==> src/rtl/hazard_controller.sv <==
// Hazard and stall sequencer for the 5-stage F/D/E/M/W pipeline.
// Forwarding, load-use/PC-write stalls, flushes and a memory-wait FSM.
module hazard_controller #(
   parameter int MEM_TIMEOUT = 16,
   parameter int CNT_W       = 16
) (
   input  logic             clk,
   input  logic             reset,
   input  logic [3:0]       Ra1D,
   input  logic [3:0]       Ra2D,
   input  logic [3:0]       Ra1E,
   input  logic [3:0]       Ra2E,
   input  logic [3:0]       WA3E,
   input  logic [3:0]       WA3M,
   input  logic [3:0]       WA3W,
   input  logic             RegWriteM,
   input  logic             RegWriteW,
   input  logic             MemtoRegE,
   input  logic             PCSrcD,
   input  logic             PCSrcE,
   input  logic             PCSrcM,
   input  logic             PCSrcW,
   input  logic             BranchTakenE,
   input  logic             MemReqM,
   input  logic             MemReadyM,
   output logic [1:0]       ForwardAE,
   output logic [1:0]       ForwardBE,
   output logic             StallF,
   output logic             StallD,
   output logic             StallE,
   output logic             StallM,
   output logic             FlushD,
   output logic             FlushE,
   output logic             FlushW,
   output logic             MemErr,
   output logic [CNT_W-1:0] StallCount,
   output logic [CNT_W-1:0] FlushCount
);

   localparam int TW = $clog2(MEM_TIMEOUT + 1);
   localparam logic [TW-1:0] TMO = TW'(MEM_TIMEOUT);
   localparam logic [TW-1:0] ONE = TW'(1);

   typedef enum logic {S_IDLE, S_WAIT} state_t;

   state_t        state;
   logic [TW-1:0] cnt;
   logic          ldr;
   logic          pcw;
   logic          mstall;

   function automatic logic [1:0] fwd(
      input logic [3:0] ra,
      input logic [3:0] wam,
      input logic [3:0] waw,
      input logic       wem,
      input logic       wew
   );
      logic [1:0] sel;
      sel = 2'b00;
      if (wem && ra == wam && ra != 4'd15)
         sel = 2'b10;
      else if (wew && ra == waw && ra != 4'd15)
         sel = 2'b01;
      return sel;
   endfunction

   always_comb begin
      ldr = MemtoRegE & (Ra1D == WA3E | Ra2D == WA3E);
      pcw = PCSrcD | PCSrcE | PCSrcM;
      if (state == S_WAIT)
         mstall = !MemReadyM & (cnt != TMO);
      else
         mstall = MemReqM & !MemReadyM;
   end

   // Reset forces every stage to a bubble and drops all stalls.
   always_comb begin
      ForwardAE = 2'b00;
      ForwardBE = 2'b00;
      StallF    = 1'b0;
      StallD    = 1'b0;
      StallE    = 1'b0;
      StallM    = 1'b0;
      FlushD    = 1'b1;
      FlushE    = 1'b1;
      FlushW    = 1'b1;
      if (!reset) begin
         ForwardAE = fwd(Ra1E, WA3M, WA3W, RegWriteM, RegWriteW);
         ForwardBE = fwd(Ra2E, WA3M, WA3W, RegWriteM, RegWriteW);
         StallF    = ldr | pcw | mstall;
         StallD    = ldr | mstall;
         StallE    = mstall;
         StallM    = mstall;
         FlushD    = !mstall & (pcw | PCSrcW | BranchTakenE);
         FlushE    = !mstall & (ldr | BranchTakenE);
         FlushW    = mstall;
      end
   end

   always_ff @(posedge clk) begin
      if (reset) begin
         state      <= S_IDLE;
         cnt        <= '0;
         MemErr     <= 1'b0;
         StallCount <= '0;
         FlushCount <= '0;
      end else begin
         if (state == S_IDLE) begin
            if (MemReqM && !MemReadyM) begin
               state <= S_WAIT;
               cnt   <= ONE;
            end
         end else begin
            // Ready on the timeout cycle still counts as a completed access.
            if (MemReadyM) begin
               state <= S_IDLE;
            end else if (cnt == TMO) begin
               state  <= S_IDLE;
               MemErr <= 1'b1;
            end else begin
               cnt <= cnt + ONE;
            end
         end
         if (StallF && StallCount != '1)
            StallCount <= StallCount + 1'b1;
         if (FlushE && FlushCount != '1)
            FlushCount <= FlushCount + 1'b1;
      end
   end

endmodule
==> config.mk <==
export PLATFORM = sky130hd
export DESIGN_NAME = hazard_controller
export DESIGN_NICKNAME = d
export VERILOG_FILES = /design/src/rtl/hazard_controller.sv
export SDC_FILE = /design/constraint.sdc
export NUM_CORES = 1
export LEC_CHECK = 0
export ABC_AREA = 1
export BUFFER_PORTS_ARGS = -buffer_cell sky130_fd_sc_hd__buf_4
export CAP_MARGIN = 10
export CORE_UTILIZATION = 40
export CTS_CLUSTER_DIAMETER = 50
export DETAILED_ROUTE_END_ITERATION = 12
export GPL_TIMING_DRIVEN = 1
export PLACE_DENSITY_LB_ADDON = 0.3
export RECOVER_POWER = 25
export SLEW_MARGIN = 20
export SYNTH_ARGS = -nofsm -noshare
export SYNTH_HDL_FRONTEND = slang
export SYNTH_SLANG_ARGS = --single-unit
==> constraint.sdc <==
create_clock -name clk -period 2.8 [get_ports clk]
set_input_delay 0 -clock clk [delete_from_list [all_inputs] [get_ports clk]]
set_output_delay 0 -clock clk [all_outputs]
set_load 0.02 [all_outputs]
# Yosys cells after proc, flatten, opt, wreduce, memory -nomap -nowiden
# Index checks and enable logic that the tools add are counted.
dict set report totals {
  ff_bits 39
  inputBits 40
  output_inout_bits 44
  word_cells 74
}
dict set report op_classes {
  addsub 3
  n_eq_ne 14
  mux 21
  bitwise 15
  n_reduce_logical 16
}
# op n
set ops {}
lappend ops {{$add A16 B1 Y16 const B} 2}
lappend ops {{$ne A16 B16 Y1 const B} 2}
lappend ops {{$eq A4 B4 Y1} 6}
lappend ops {{$mux W5} 4}
lappend ops {{$mux W1} 13}
lappend ops {{$logic_and A1 B1 Y1} 11}
lappend ops {{$or A1 B1 Y1} 9}
lappend ops {{$mux W2} 4}
lappend ops {{$ne A4 B4 Y1 const B} 2}
lappend ops {{$reduce_and A3 Y1} 2}
lappend ops {{$add A5 B1 Y5 const B} 1}
lappend ops {{$and A1 B1 Y1} 5}
lappend ops {{$eq A5 B5 Y1 const B} 1}
lappend ops {{$ne A5 B5 Y1 const B} 1}
lappend ops {{$ne A2 B2 Y1 const B} 2}
lappend ops {{$logic_not A1 Y1} 2}
lappend ops {{$reduce_bool A2 Y1} 1}
lappend ops {{$not A1 Y1} 1}

# Depth between registers and ports, before layout
# Gate-level depths: netlist (run 1).
dict set report logic_depth {
  depth_word 7
  depth_mapped 12
  ltp_nobuf 12
}

# Worst setup path after synthesis (run 1)
# OpenSTA, ideal clock, no wires.
dict set report synth_path {
  kind {flip-flop to flip-flop}
  from {register StallCount[0]}
  to {register StallCount[15]}
  setup_time_ps 115
  arrival_time_ps 1526
  required_time_ps 2685
  slack_ps 1159
  stages_incl_launch_ff 11
  n_path_buf 0
  synth_period_minus_slack_ps 1641
  cell_sequence {dfxtp_1 > ha_1 > nand2_1 > inv_1 > nand2_1 > nor2_1 > nand2_2 > nand3b_1 > nor2_1 > a21oi_1 > nor2_1}
}
dict set report synth_via {
  elab_chain_cells 2
  word_cells_on_any_way 3
  classes_between {1 x add/sub; 1 x eq/ne; 1 x reduce/logical}
}
# item line
set synth_lines {}
lappend synth_lines {{start: declaration} 36} ;# output logic [CNT_W-1:0] StallCount,
lappend synth_lines {{start signal: assignment} 126} ;# StallCount <= StallCount + 1'b1;
lappend synth_lines {{branches (longest 2 deep; another with $add A16 B1 Y16)} --}
# Several ways; the timed one is not identified.
# A chain may end at the register's enable or synchronous reset.

# Worst setup path after layout (run 1)
dict set report layout_path {
  from {register cnt[0]}
  to {output port StallF}
}
dict set report layout_via {
  elab_chain_cells 5
}
# item line
set layout_lines {}
lappend layout_lines {{start: declaration} 47} ;# logic [TW-1:0] cnt;
lappend layout_lines {{start signal: assignment} 122} ;# cnt <= cnt + ONE;
lappend layout_lines {{$ne A5 B5 Y1} 72} ;# mstall = !MemReadyM & (cnt != TMO);
lappend layout_lines {{$and A1 B1 Y1} 72}
lappend layout_lines {{$mux W1} 71} ;# if (state == S_WAIT)
lappend layout_lines {{$or A1 B1 Y1} 91} ;# StallF = ldr | pcw | mstall;
lappend layout_lines {{$mux W1} 88} ;# if (!reset) begin
lappend layout_lines {{end: declaration} 28} ;# output logic StallF,
# No other way between the ends.

==> out/qor.txt, run 1 <==
First-pass GRT wire length = 12.12 mm
Clk buf depth = 2
Die area = 7345 sq um
Gr usage total = 20.26%
Hold Path Origin = reset
WL met1 = 3.377 mm
Initial DRC Count = 127
Final Max Slew Viols = 0
Die Ht = 85.71 um
Max stage delay on crit path = 320 ps
Placed Instances = 619
Post-synth net total = 496
CP Data Arrival Time = 1990 ps
Worst R2R Path Depth = 11
Antenna violations before repair = 0
VDD IR-drop max = 0.2744 mV
Clk sinks = 39
Post-synthesis sequential area ratio = 27.86%
HP Class = in -> reg
TritonCTS clock tree = built
Setup violators final = 0
Clk pin slew, worst setup/hold paths = 80 ps
Total chip power = 0.001411 W
Number of global-route vias before repair = 2,715
IO Pins = 84
Core ar. = 6794 sq um
Via density = 4.898
Commonest non-fill, non-tap cells in the layout = 122 x nand2_1, 69 x inv_1, 63 x buf_4, 58 x nor2_1, 39 x dfxtp_1
Yosys top cell by area = dfxtp_1
Post-Route Setup TNS = 0 ps
Largest cells by area after synthesis = dfxtp_1 28%, nand2_1 16%, inv_1 9.2%, nor2_1 7.8%, nand3_1 5.4%
Metal2 WL = 3.282 mm
Post-Syn Instances = 452
Worst setup SP type = register
Syn Std Cell Area = 2803 sq um
H-tree depth = 2
Total number of vias = 3,071
Clock Skew = 9.255 ps
Max Used Layer = met4
Pwr dens = 401.5 nW/um^2
Synth unique cells = 34
Setup CP Type = reg -> out
Final Non-Filler Cells = 627
Top_reg_cell synth = dfxtp_1
Hold Vio Cnt, Final = 0
Seq cells post-synth = 39
Critical Path RT = 2800 ps
FP Rows = 30
Grt ovf = 0
Final Routed Wirelength = 7.047 mm
Maximum clock rate = 501.6 MHz
Status = complete, no violations
Num CTS Buffers = 5
CP bufs+invs = 2
CP delay by family, top = simple AND/OR/NAND/NOR gates
Post-CTS repair timing setup buffer count = 0
Die Wd = 85.71 um
Crit Path Max Fanout = 19
Fillers = 702
Ratio of cells with drive above 1 in the final layout = 17.33%
Slew @ Worst Pin = 517.9 ps
First drt pass iteration count = 4
R2r setup slk = 960 ps
Post-synth top area share = 27.86%
CTS resizes = 0
Number of synthesized flops with an enable pin = 0
Final worst path period share = 71.21%
Area Growth Syn to Fin = 25.36%
Gpl congestion = 0.7838
MaxCap Viol Count = 0
Commonest non-fill, non-tap cell in the layout = nand2_1
CTS Hold Bufs = 0
Leakage = 1.625 nW
Crit path cell chain = inv_1, ha_1, nand4_1, nand2_1, nand2_2, nand2_4, nand3_2, buf_4
Largest net degree at the start of global routing = 29
Worst R2R End = StallCount[13]
Final ANT Viol Nets = 0
FFs w/ async S/R, synth = 0%
Worst skew pair latency = 300 ps
# port buffers = 83
Hold path depth = 2
Post-DR wirelength/cell = 11.24 um
Root Buffer = clkbuf_8
Routed met3 length = 325 um
RSZ-0062 raised after global routing = false
CP Capture Type = output pin
RR Startpoint = cnt[0]
Synth Warn # = 0
Slowest cell on crit path = dfxtp_1
Diodes inserted = 0
Post-detail-place hpwl = 5.382 mm
Hold Path Sink = FlushCount[2]
Starting density of the core = 41.25%
Residual DRC count = 0
Nets = 574
Max-slew headroom = 65.42%
Synth Area per Inst = 6.201 sq um
Final worst path period need = 1994 ps
## cell type report
class | count | area, sq um | share of cell area, %
Timing Repair Buffer | 83 | 548.0 | 15.60
Sequential cell | 39 | 780.7 | 22.22
Clock buffer | 6 | 72.57 | 2.066
Inverter | 74 | 277.8 | 7.906
Clock inverter | 2 | 60.06 | 1.709
Tap cell | 96 | 120.1 | 3.419
Multi-Input combinational cell | 327 | 1654 | 47.08
## routing by layer
metal,vias to the layer above,track usage [%]
li1,1600,-
met1,1391,26.31
met2,74,35.35
met3,6,3.080
met4,0,4.697
met5,-,0
## kinds of logic after synthesis
group	share of synthesized area (%)
buffers and inverters	13.12
xor gates and xnor gates	5.000
AOI/OAI and AO/OA	9.509
and+or+nand+nor	42.72
adders and majority gates	1.786
DFF	27.86
## how the worst max path moves through the flow
| stage | to | slack (ps) | cells after the start | from |
|---|---|---|---|---|
| finish | StallF | 810 | 8 | cnt[0] |
| CTS | StallF | 790 | 8 | cnt[0] |
| detailed placement | StallCount[13] | 970 | 11 | cnt[0] |
| floorplan | StallCount[15] | 1160 | 10 | StallCount[0] |
| global placement | StallCount[13] | 1020 | 11 | cnt[0] |
| global route | StallF | 610 | 8 | cnt[0] |
## cell usage after synthesis, types with 4 or more instances
library cell	n
nand2_1	122
inv_1	69
nor2_1	58
dfxtp_1	39
nand3_1	30
a21oi_1	26
nand4_1	19
o21ai_0	10
nor3_1	9
xnor2_1	9
xor2_1	7
buf_6	5
inv_2	5
ha_1	4
## stage by stage
| stage | instance area, sq um | hold WS (ps) | setup WS, ps | util [%] |
|---|---|---|---|---|
| global placement | 3456 | 336.2 | 1025 | 50.87 |
| CTS | 3588 | 20.76 | 791.6 | 52.82 |
| finish | 3513 | 18.20 | 806.2 | 51.71 |
| floorplan | 2803 | 189.7 | 1159 | - |
| detailed placement | 3456 | 344.2 | 967.9 | 50.87 |
| global route | 3513 | 38.60 | 606.5 | 51.71 |
## where the power goes
| group | switching, W | internal (W) |
|---|---|---|
| clock | 0.000212 | 0.000357 |
| sequential | 0.0000147 | 0.000569 |
| combinational | 0.000153 | 0.000105 |
## registers in the layout, indices dropped and copies added, names as in the netlist
name,flops
cnt,5
MemErr,1
FlushCount,16
state,1
StallCount,16
Power figures use the tool's default switching activity.
==> inputs of run 2 (changes only) <==
--- a/config.mk
+++ b/config.mk
@@ -5,7 +5,7 @@
 export SDC_FILE = /design/constraint.sdc
 export NUM_CORES = 1
 export LEC_CHECK = 0
-export ABC_AREA = 1
+export ABC_AREA = 0
 export BUFFER_PORTS_ARGS = -buffer_cell sky130_fd_sc_hd__buf_4
 export CAP_MARGIN = 10
 export CORE_UTILIZATION = 40
==> constraint.sdc (replaced) <==
create_clock -name clk -period 1.78 [get_ports clk]
set_input_delay 0 -clock clk [delete_from_list [all_inputs] [get_ports clk]]
set_output_delay 0 -clock clk [all_outputs]
set_load 0.02 [all_outputs]
==> run 2 against run 1 <==
The flow now finishes with violations (negative setup slack). Sequential share of layout area is 0.32 points lower. Clock skew is 2.8 ps higher. First-iteration DRC count is 33% lower. Final area is 5.7% higher. Worst setup slack worse by 910 ps. Global-route usage is 0.071 points higher. Sequential power is 57% higher. Critical path depth is 2 higher.
==> out/qor.txt, run 2 <==
Pre-CTS WS = -126.7 ps (was 967.9 ps)
Setup violators final = 19 (was 0)
Synth Area per Inst = 8.468 sq um (was 6.201 sq um)
Area Growth Syn to Fin = 54.42% (was 25.36%)
Num CTS Buffers = 5 (unchanged)
RSZ-0062 raised after global routing = true (was false)
XOR/XNOR Fraction of Synth Area = 12.38% (was 5.000%)
Status = finished, violations left (was complete, no violations)
RR Startpoint = cnt[0] (unchanged)
Worst setup SP type = register (unchanged)
Post-placement cell area = 3413 sq um (was 3456 sq um)
Number of synthesized flops with an enable pin = 0 (unchanged)
HP Class = in -> reg (unchanged)
Critical Path RT = 1780 ps (was 2800 ps)
Final Cell Area = 3714 sq um (was 3513 sq um)
CP Capture Type = output pin (unchanged)
First-pass GRT wire length = 10.40 mm (was 12.12 mm)
Commonest cells post-synth = 39 x dfxtp_1, 33 x nor2_1, 25 x xor2_1 (was 122 x nand2_1, 69 x inv_1, 58 x nor2_1)
FP Rows = 27 (was 30)
Syn Std Cell Area = 2405 sq um (was 2803 sq um)
Gr usage total = 20.33% (was 20.26%)
Initial DRC Count = 85 (was 127)
TritonCTS clock tree = built (unchanged)
Total number of vias = 2,543 (was 3,071)
Top flop regs = FlushCount: 16 flops, StallCount: 16 flops, cnt: 5 flops (unchanged)
Max-slew headroom = 70.92% (was 65.42%)
Clk pin slew, worst setup/hold paths = 80 ps (about the same)
CP Data Arrival Time = 1890 ps (was 1990 ps)
Final Worst Setup Slack = -105.6 ps (was 806.2 ps)
Via density = 5.254 (was 4.898)
Largest cells by area after synthesis = dfxtp_1 32%, xor2_1 9.1%, nor2_1 5.2%, nand3_1 4.6%, a21oi_1 3.7% (was dfxtp_1 28%, nand2_1 16%, inv_1 9.2%, nor2_1 7.8%, nand3_1 5.4%)
FFs w/ async S/R, synth = 0% (unchanged)
Post-DR wirelength/cell = 13.52 um (was 11.24 um)
Grt ovf = 0 (unchanged)
Worst skew pair latency = 300 ps (about the same)
Core ar. = 5642 sq um (was 6794 sq um)
Residual DRC count = 0 (unchanged)
Final Max Slew Viols = 0 (unchanged)
Largest family of logic cells by synthesized area = simple AND/OR/NAND/NOR gates (unchanged)
Ratio of cells with drive above 1 in the final layout = 47.57% (was 17.33%)
Final worst path period need = 1886 ps
Die area = 6326 sq um (was 7345 sq um)
Starting density of the core = 42.63% (was 41.25%)
Post-synth net total = 328 (was 496)
Worst Setup SP = cnt[0] (unchanged)
Final Non-Filler Cells = 484 (was 627)
VDD IR-drop max = 0.4357 mV (was 0.2744 mV)
Clk sinks = 39 (unchanged)
Leakage = 1.556 nW (was 1.625 nW)
Commonest non-fill, non-tap cells in the layout = 124 x buf_4, 33 x nor2_1, 25 x xor2_1, 21 x dfxtp_1, 20 x nand3_1 (was 122 x nand2_1, 69 x inv_1, 63 x buf_4, 58 x nor2_1, 39 x dfxtp_1)
Synth unique cells = 49 (was 34)
Gpl congestion = 0.8359 (was 0.7838)
Fillers = 458 (was 702)
Pwr dens = 525.3 nW/um^2 (was 401.5 nW/um^2)
Setup CP Type = reg -> out (unchanged)
Root Buffer = clkbuf_8 (unchanged)
Failing checks = negative setup slack
Final worst path period share = 105.9%
Die Ht = 79.54 um (was 85.71 um)
Commonest non-fill, non-tap cell in the layout = buf_4 (was nand2_1)
R2r setup slk = -100 ps (was 960 ps)
Post-synth top area share = 32.47% (was 27.86%)
Crit Path Max Fanout = 5 (was 19)
First drt pass iteration count = 4 (unchanged)
Number of global-route vias before repair = 2,377 (was 2,715)
Most frequent cell after synthesis = dfxtp_1 (was nand2_1)
Post-synthesis adder-cell area fraction = 2.081% (was 1.786%)
Diodes inserted = 0 (unchanged)
Compound-Gate Fraction of Synth Area = 18.47% (was 9.509%)
Nets = 455 (was 574)
Final ANT Viol Nets = 0 (unchanged)
Post-synthesis sequential area ratio = 32.47% (was 27.86%)
# port buffers = 83 (unchanged)
Fin util = 65.82% (was 51.71%)
Crit path cell chain = inv_2, ha_4, nand4b_4, o21ai_4, buf_4, nand2b_4, nor2_4, buf_4, nor2_1, buf_4 (was inv_1, ha_1, nand4_1, nand2_1, nand2_2, nand2_4, nand3_2, buf_4)
Top_reg_cell synth = dfxtp_1 (unchanged)
Critical path's most frequent cell = buf_4
Post-detail-place hpwl = 4.856 mm (was 5.382 mm)
Final Routed Wirelength = 6.542 mm (was 7.047 mm)
MaxCap Viol Count = 0 (unchanged)
Maximum clock rate = 530.3 MHz
Placed Instances = 467 (was 619)
H-tree depth = 2 (unchanged)
Seq cells post-synth = 39 (unchanged)
Synth Warn # = 0 (unchanged)
Post-Syn Instances = 284 (was 452)
Clock Skew = 12.02 ps (was 9.255 ps)
Slew @ Worst Pin = 434.1 ps (was 517.9 ps)
Worst R2R Path Depth = 9 (was 11)
IO Pins = 84 (unchanged)
Largest net degree at the start of global routing = 29 (unchanged)
Fin Hold WS = 17.32 ps (was 18.20 ps)
Area share of and/or/nand/nor cells after synthesis = 27.99% (was 42.72%)
Antenna violations before repair = 0 (unchanged)
Die Wd = 79.54 um (was 85.71 um)
Yosys top cell by area = dfxtp_1 (unchanged)
Slowest cell on crit path = dfxtp_2 (was dfxtp_1)
Max stage delay on crit path = 330 ps (was 320 ps)
Mux contribution to synthesized area = 2.289% (was 0%)
Setup crit end = StallF (unchanged)
Worst R2R End = FlushCount[8] (was StallCount[13])
Clk buf depth = 2 (unchanged)
Hold Vio Cnt, Final = 0 (unchanged)
run 2: cell count changes after synthesis, moves of 7 or more:
cell and change:
a21oi_1 -8, and3_1 +11, inv_1 -58, nand2_1 -111, nand3_1 -8, nand4_1 -12, nor2_1 -25, nor3_1 -7
or3_1 +12, xor2_1 +18
run 2: how the worst min path moves through the flow:
| stage | to | cells past startpoint | start | slack [ps] |
|---|---|---|---|---|
| floorplan | ForwardBE[1] | 2 | RegWriteM | 150 |
| global placement | MemErr | 3 | MemReadyM | 290 |
| detailed placement | MemErr | 3 | MemReadyM | 300 |
| CTS | cnt[3] | 3 | MemReqM | 20 |
| global route | cnt[3] | 3 | MemReqM | 30 |
| finish | cnt[3] | 3 | MemReqM | 20 |
run 2: cell type report:
class	count	area (sq um)	area share (%)
multi-input combinational	226	1717	46.23
timing repair buffer	128	967.2	26.04
sequential	39	813.3	21.90
tap	72	90.09	2.426
clock buffer	6	72.57	1.954
clock inverter	2	12.51	0.3369
inverter	11	41.29	1.112
run 2: per-layer routing:
layer | part of all wire, % | GRT usage (%)
met5 | 0 | 0
met4 | 1.7 | 4.545
met3 | 4.3 | 3.543
met2 | 51 | 36.41
met1 | 43 | 25.03
run 2: where the power goes:
part	total [W]	switching, W	internal [W]	leakage, nW
registers	0.000915	0.0000233	0.000892	0.325
logic	0.000430	0.000218	0.000213	1.19
clock network	0.000605	0.000331	0.000274	0.0412
total	0.00195	0.000572	0.00138	1.56
run 2: timing repair:
action,in CTS,in global routing
cloned,0,1
pin swaps,1,19
buffers inserted,0,7
resized for setup,5,27
hold buffers,1,0
setup endpoints to repair,20,32
endpoints found under the hold margin,1,0
run 2: worst max-delay path, delay by kind of cell (launching register included):
| family | cells | cell delay [ps] |
|---|---|---|
| buf+inv | 4 | 500 |
| simple gates | 4 | 380 |
| flops | 1 | 330 |
| compound gates | 1 | 220 |
| fa+ha+maj | 1 | 140 |
run 2: cell families after synthesis:
family | after synthesis
simple gates | 120
compound gates | 62
flops | 39
xor+xnor | 34
buf+inv | 20
mux | 5
fa+ha+maj | 4
run 2: metrics by stage:
| stage | setup TNS, ps | power, W |
|---|---|---|
| 6_report | -1012 | 0.001951 |
| 5_1_grt | -3781 | 0.002040 |
| 4_1_cts | -707.2 | 0.001928 |
| 3_5_place_dp | -788.7 | 0.001322 |
| 3_3_place_gp | -181.9 | 0.001309 |
| 2_1_floorplan | -639.2 | 0.001134 |
==> inputs of run 3 (changes only) <==
--- a/config.mk
+++ b/config.mk
@@ -6,7 +6,7 @@
 export NUM_CORES = 1
 export LEC_CHECK = 0
 export ABC_AREA = 0
-export BUFFER_PORTS_ARGS = -buffer_cell sky130_fd_sc_hd__buf_4
+export BUFFER_PORTS_ARGS = -buffer_cell sky130_fd_sc_hd__clkbuf_2
 export CAP_MARGIN = 10
 export CORE_UTILIZATION = 40
 export CTS_CLUSTER_DIAMETER = 50
==> run 3 against run 2 <==
The flow still finishes with violations (negative setup slack). Sequential share of layout area is 1.5 points higher. Power is 2.8% lower. Sequential power is 0.4% lower. Non-clock buffer count is 4 lower. Wire length is 5.3% lower. Die area stayed put. Critical endpoint unchanged. Largest power group unchanged.
==> out/qor.txt, run 3 (synthesized netlist as in run 2, its figures left out) <==
CP Data Arrival Time = 1890 ps (about the same)
Worst setup SP type = register (unchanged)
Final worst path period share = 106.2% (was 105.9%)
Via density = 5.177 (was 5.254)
Commonest non-fill, non-tap cells in the layout = 69 x clkbuf_2, 32 x nor2_1, 32 x buf_4, 25 x xor2_1 (was 124 x buf_4, 33 x nor2_1, 25 x xor2_1, 21 x dfxtp_1, 20 x nand3_1)
Fin Hold WS = 41.06 ps (was 17.32 ps)
Worst skew pair latency = 290 ps (was 300 ps)
Starting density of the core = 42.63% (unchanged)
Setup CP Type = reg -> out (unchanged)
Final Worst Setup Slack = -109.6 ps (was -105.6 ps)
Max stage delay on crit path = 330 ps (about the same)
Gr usage total = 18.69% (was 20.33%)
Clk sinks = 39 (unchanged)
Die Ht = 79.54 um (unchanged)
Crit path cell chain = inv_2, ha_4, nand4b_4, o21ai_4, buf_6, nand2b_4, buf_6, nor2_4, buf_6, nor2_2, buf_6 (was inv_2, ha_4, nand4b_4, o21ai_4, buf_4, nand2b_4, nor2_4, buf_4, nor2_1, buf_4)
TritonCTS clock tree = built (unchanged)
Post-DR wirelength/cell = 12.94 um (was 13.52 um)
Clk buf depth = 2 (unchanged)
Slew @ Worst Pin = 403.7 ps (was 434.1 ps)
Slowest cell on crit path = dfxtp_2 (unchanged)
Ratio of cells with drive above 1 in the final layout = 45.45% (was 47.57%)
Pwr dens = 543.1 nW/um^2 (was 525.3 nW/um^2)
Top flop regs = FlushCount: 16 flops, StallCount: 16 flops, cnt: 5 flops (unchanged)
Failing checks = negative setup slack (unchanged)
Diodes inserted = 0 (unchanged)
First drt pass iteration count = 4 (unchanged)
Pre-CTS WS = -129.1 ps (was -126.7 ps)
Critical path's most frequent cell = buf_6 (was buf_4)
Commonest non-fill, non-tap cell in the layout = clkbuf_2 (was buf_4)
H-tree depth = 2 (unchanged)
Post-placement cell area = 3191 sq um (was 3413 sq um)
Hold Vio Cnt, Final = 0 (unchanged)
First-pass GRT wire length = 9.660 mm (was 10.40 mm)
Area Growth Syn to Fin = 45.16% (was 54.42%)
Clock Skew = 16.72 ps (was 12.02 ps)
Max-slew headroom = 72.96% (was 70.92%)
Final Cell Area = 3491 sq um (was 3714 sq um)
Final ANT Viol Nets = 0 (unchanged)
Final Routed Wirelength = 6.197 mm (was 6.542 mm)
FP Rows = 27 (unchanged)
VDD IR-drop max = 0.3966 mV (was 0.4357 mV)
Grt ovf = 0 (unchanged)
Crit Path Max Fanout = 4 (was 5)
Total number of vias = 2,480 (was 2,543)
Die Wd = 79.54 um (unchanged)
Largest net degree at the start of global routing = 29 (unchanged)
Nets = 450 (was 455)
Setup violators final = 19 (unchanged)
RSZ-0062 raised after global routing = true (unchanged)
CP Capture Type = output pin (unchanged)
Root Buffer = clkbuf_8 (unchanged)
Num CTS Buffers = 5 (unchanged)
Worst R2R Path Depth = 9 (unchanged)
Final Max Slew Viols = 0 (unchanged)
Status = finished, violations left (unchanged)
HP Class = in -> reg (unchanged)
Clk pin slew, worst setup/hold paths = 80 ps (about the same)
Post-detail-place hpwl = 4.671 mm (was 4.856 mm)
Critical Path RT = 1780 ps (about the same)
Residual DRC count = 0 (unchanged)
Final worst path period need = 1890 ps (was 1886 ps)
IO Pins = 84 (unchanged)
Die area = 6326 sq um (unchanged)
Number of global-route vias before repair = 2,243 (was 2,377)
Initial DRC Count = 90 (was 85)
MaxCap Viol Count = 0 (unchanged)
Hold path depth = 3 (unchanged)
Maximum clock rate = 529.2 MHz (was 530.3 MHz)
Leakage = 1.439 nW (was 1.556 nW)
# port buffers = 83 (unchanged)
Core ar. = 5642 sq um (unchanged)
Gpl congestion = 0.7952 (was 0.8359)
Antenna violations before repair = 0 (unchanged)
-- run 3: report_power, final --
part           switching (W)  internal, W
Sequential         0.0000206     0.000890
Combinational       0.000216     0.000178
Clock               0.000317     0.000274
Total               0.000554      0.00134
-- run 3: path summary, 6_finish.rpt --
path               endpoint  slack (ps)  startpoint
max                  StallF        -110      cnt[0]
min                  MemErr          40   MemReadyM
max reg2reg  FlushCount[14]        -110      cnt[0]
min reg2reg          MemErr         470      MemErr
-- run 3: timing repair --
action,CTS,global route
setup endpoints to repair,20,31
hold buffers,0,0
gates resized for setup,6,46
buffers inserted,0,6
pin swaps,2,20
-- run 3: cell type report --
type                       instances  area [sq um]
tap                               72         90.09
timing repair buffer             124         754.5
clock buffer                       6         72.57
inverter                          11         41.29
multi-input combinational        225          1703
sequential                        39         817.0
clock inverter                     2         12.51
fill                             486          2151
-- run 3: through the flow --
stage | TNS [ps] | power, W | instances | util (%)
3_5_place_dp | -883.7 | 0.001279 | 465 | 56.55
4_1_cts | -1307 | 0.001880 | 473 | 58.59
6_report | -1369 | 0.001896 | 479 | 61.88
5_1_grt | -4455 | 0.001998 | 479 | 61.88
2_1_floorplan | -639.2 | 0.001134 | 284 | -
3_3_place_gp | -239.0 | 0.001272 | 465 | 56.55
-- run 3: critical path, delay by kind of cell (launching register included) --
kind | cells | cell delay (ps)
and+or+nand+nor | 4 | 330
DFF | 1 | 330
adders and majority gates | 1 | 130
AOI/OAI and AO/OA | 1 | 250
buffers and inverters | 5 | 550
-- run 3: layer usage --
layer	global-route usage, %	wire [um]
met1	23.33	2738
met4	2.182	29
met3	3.429	281
met2	33.93	3148
met5	0	0
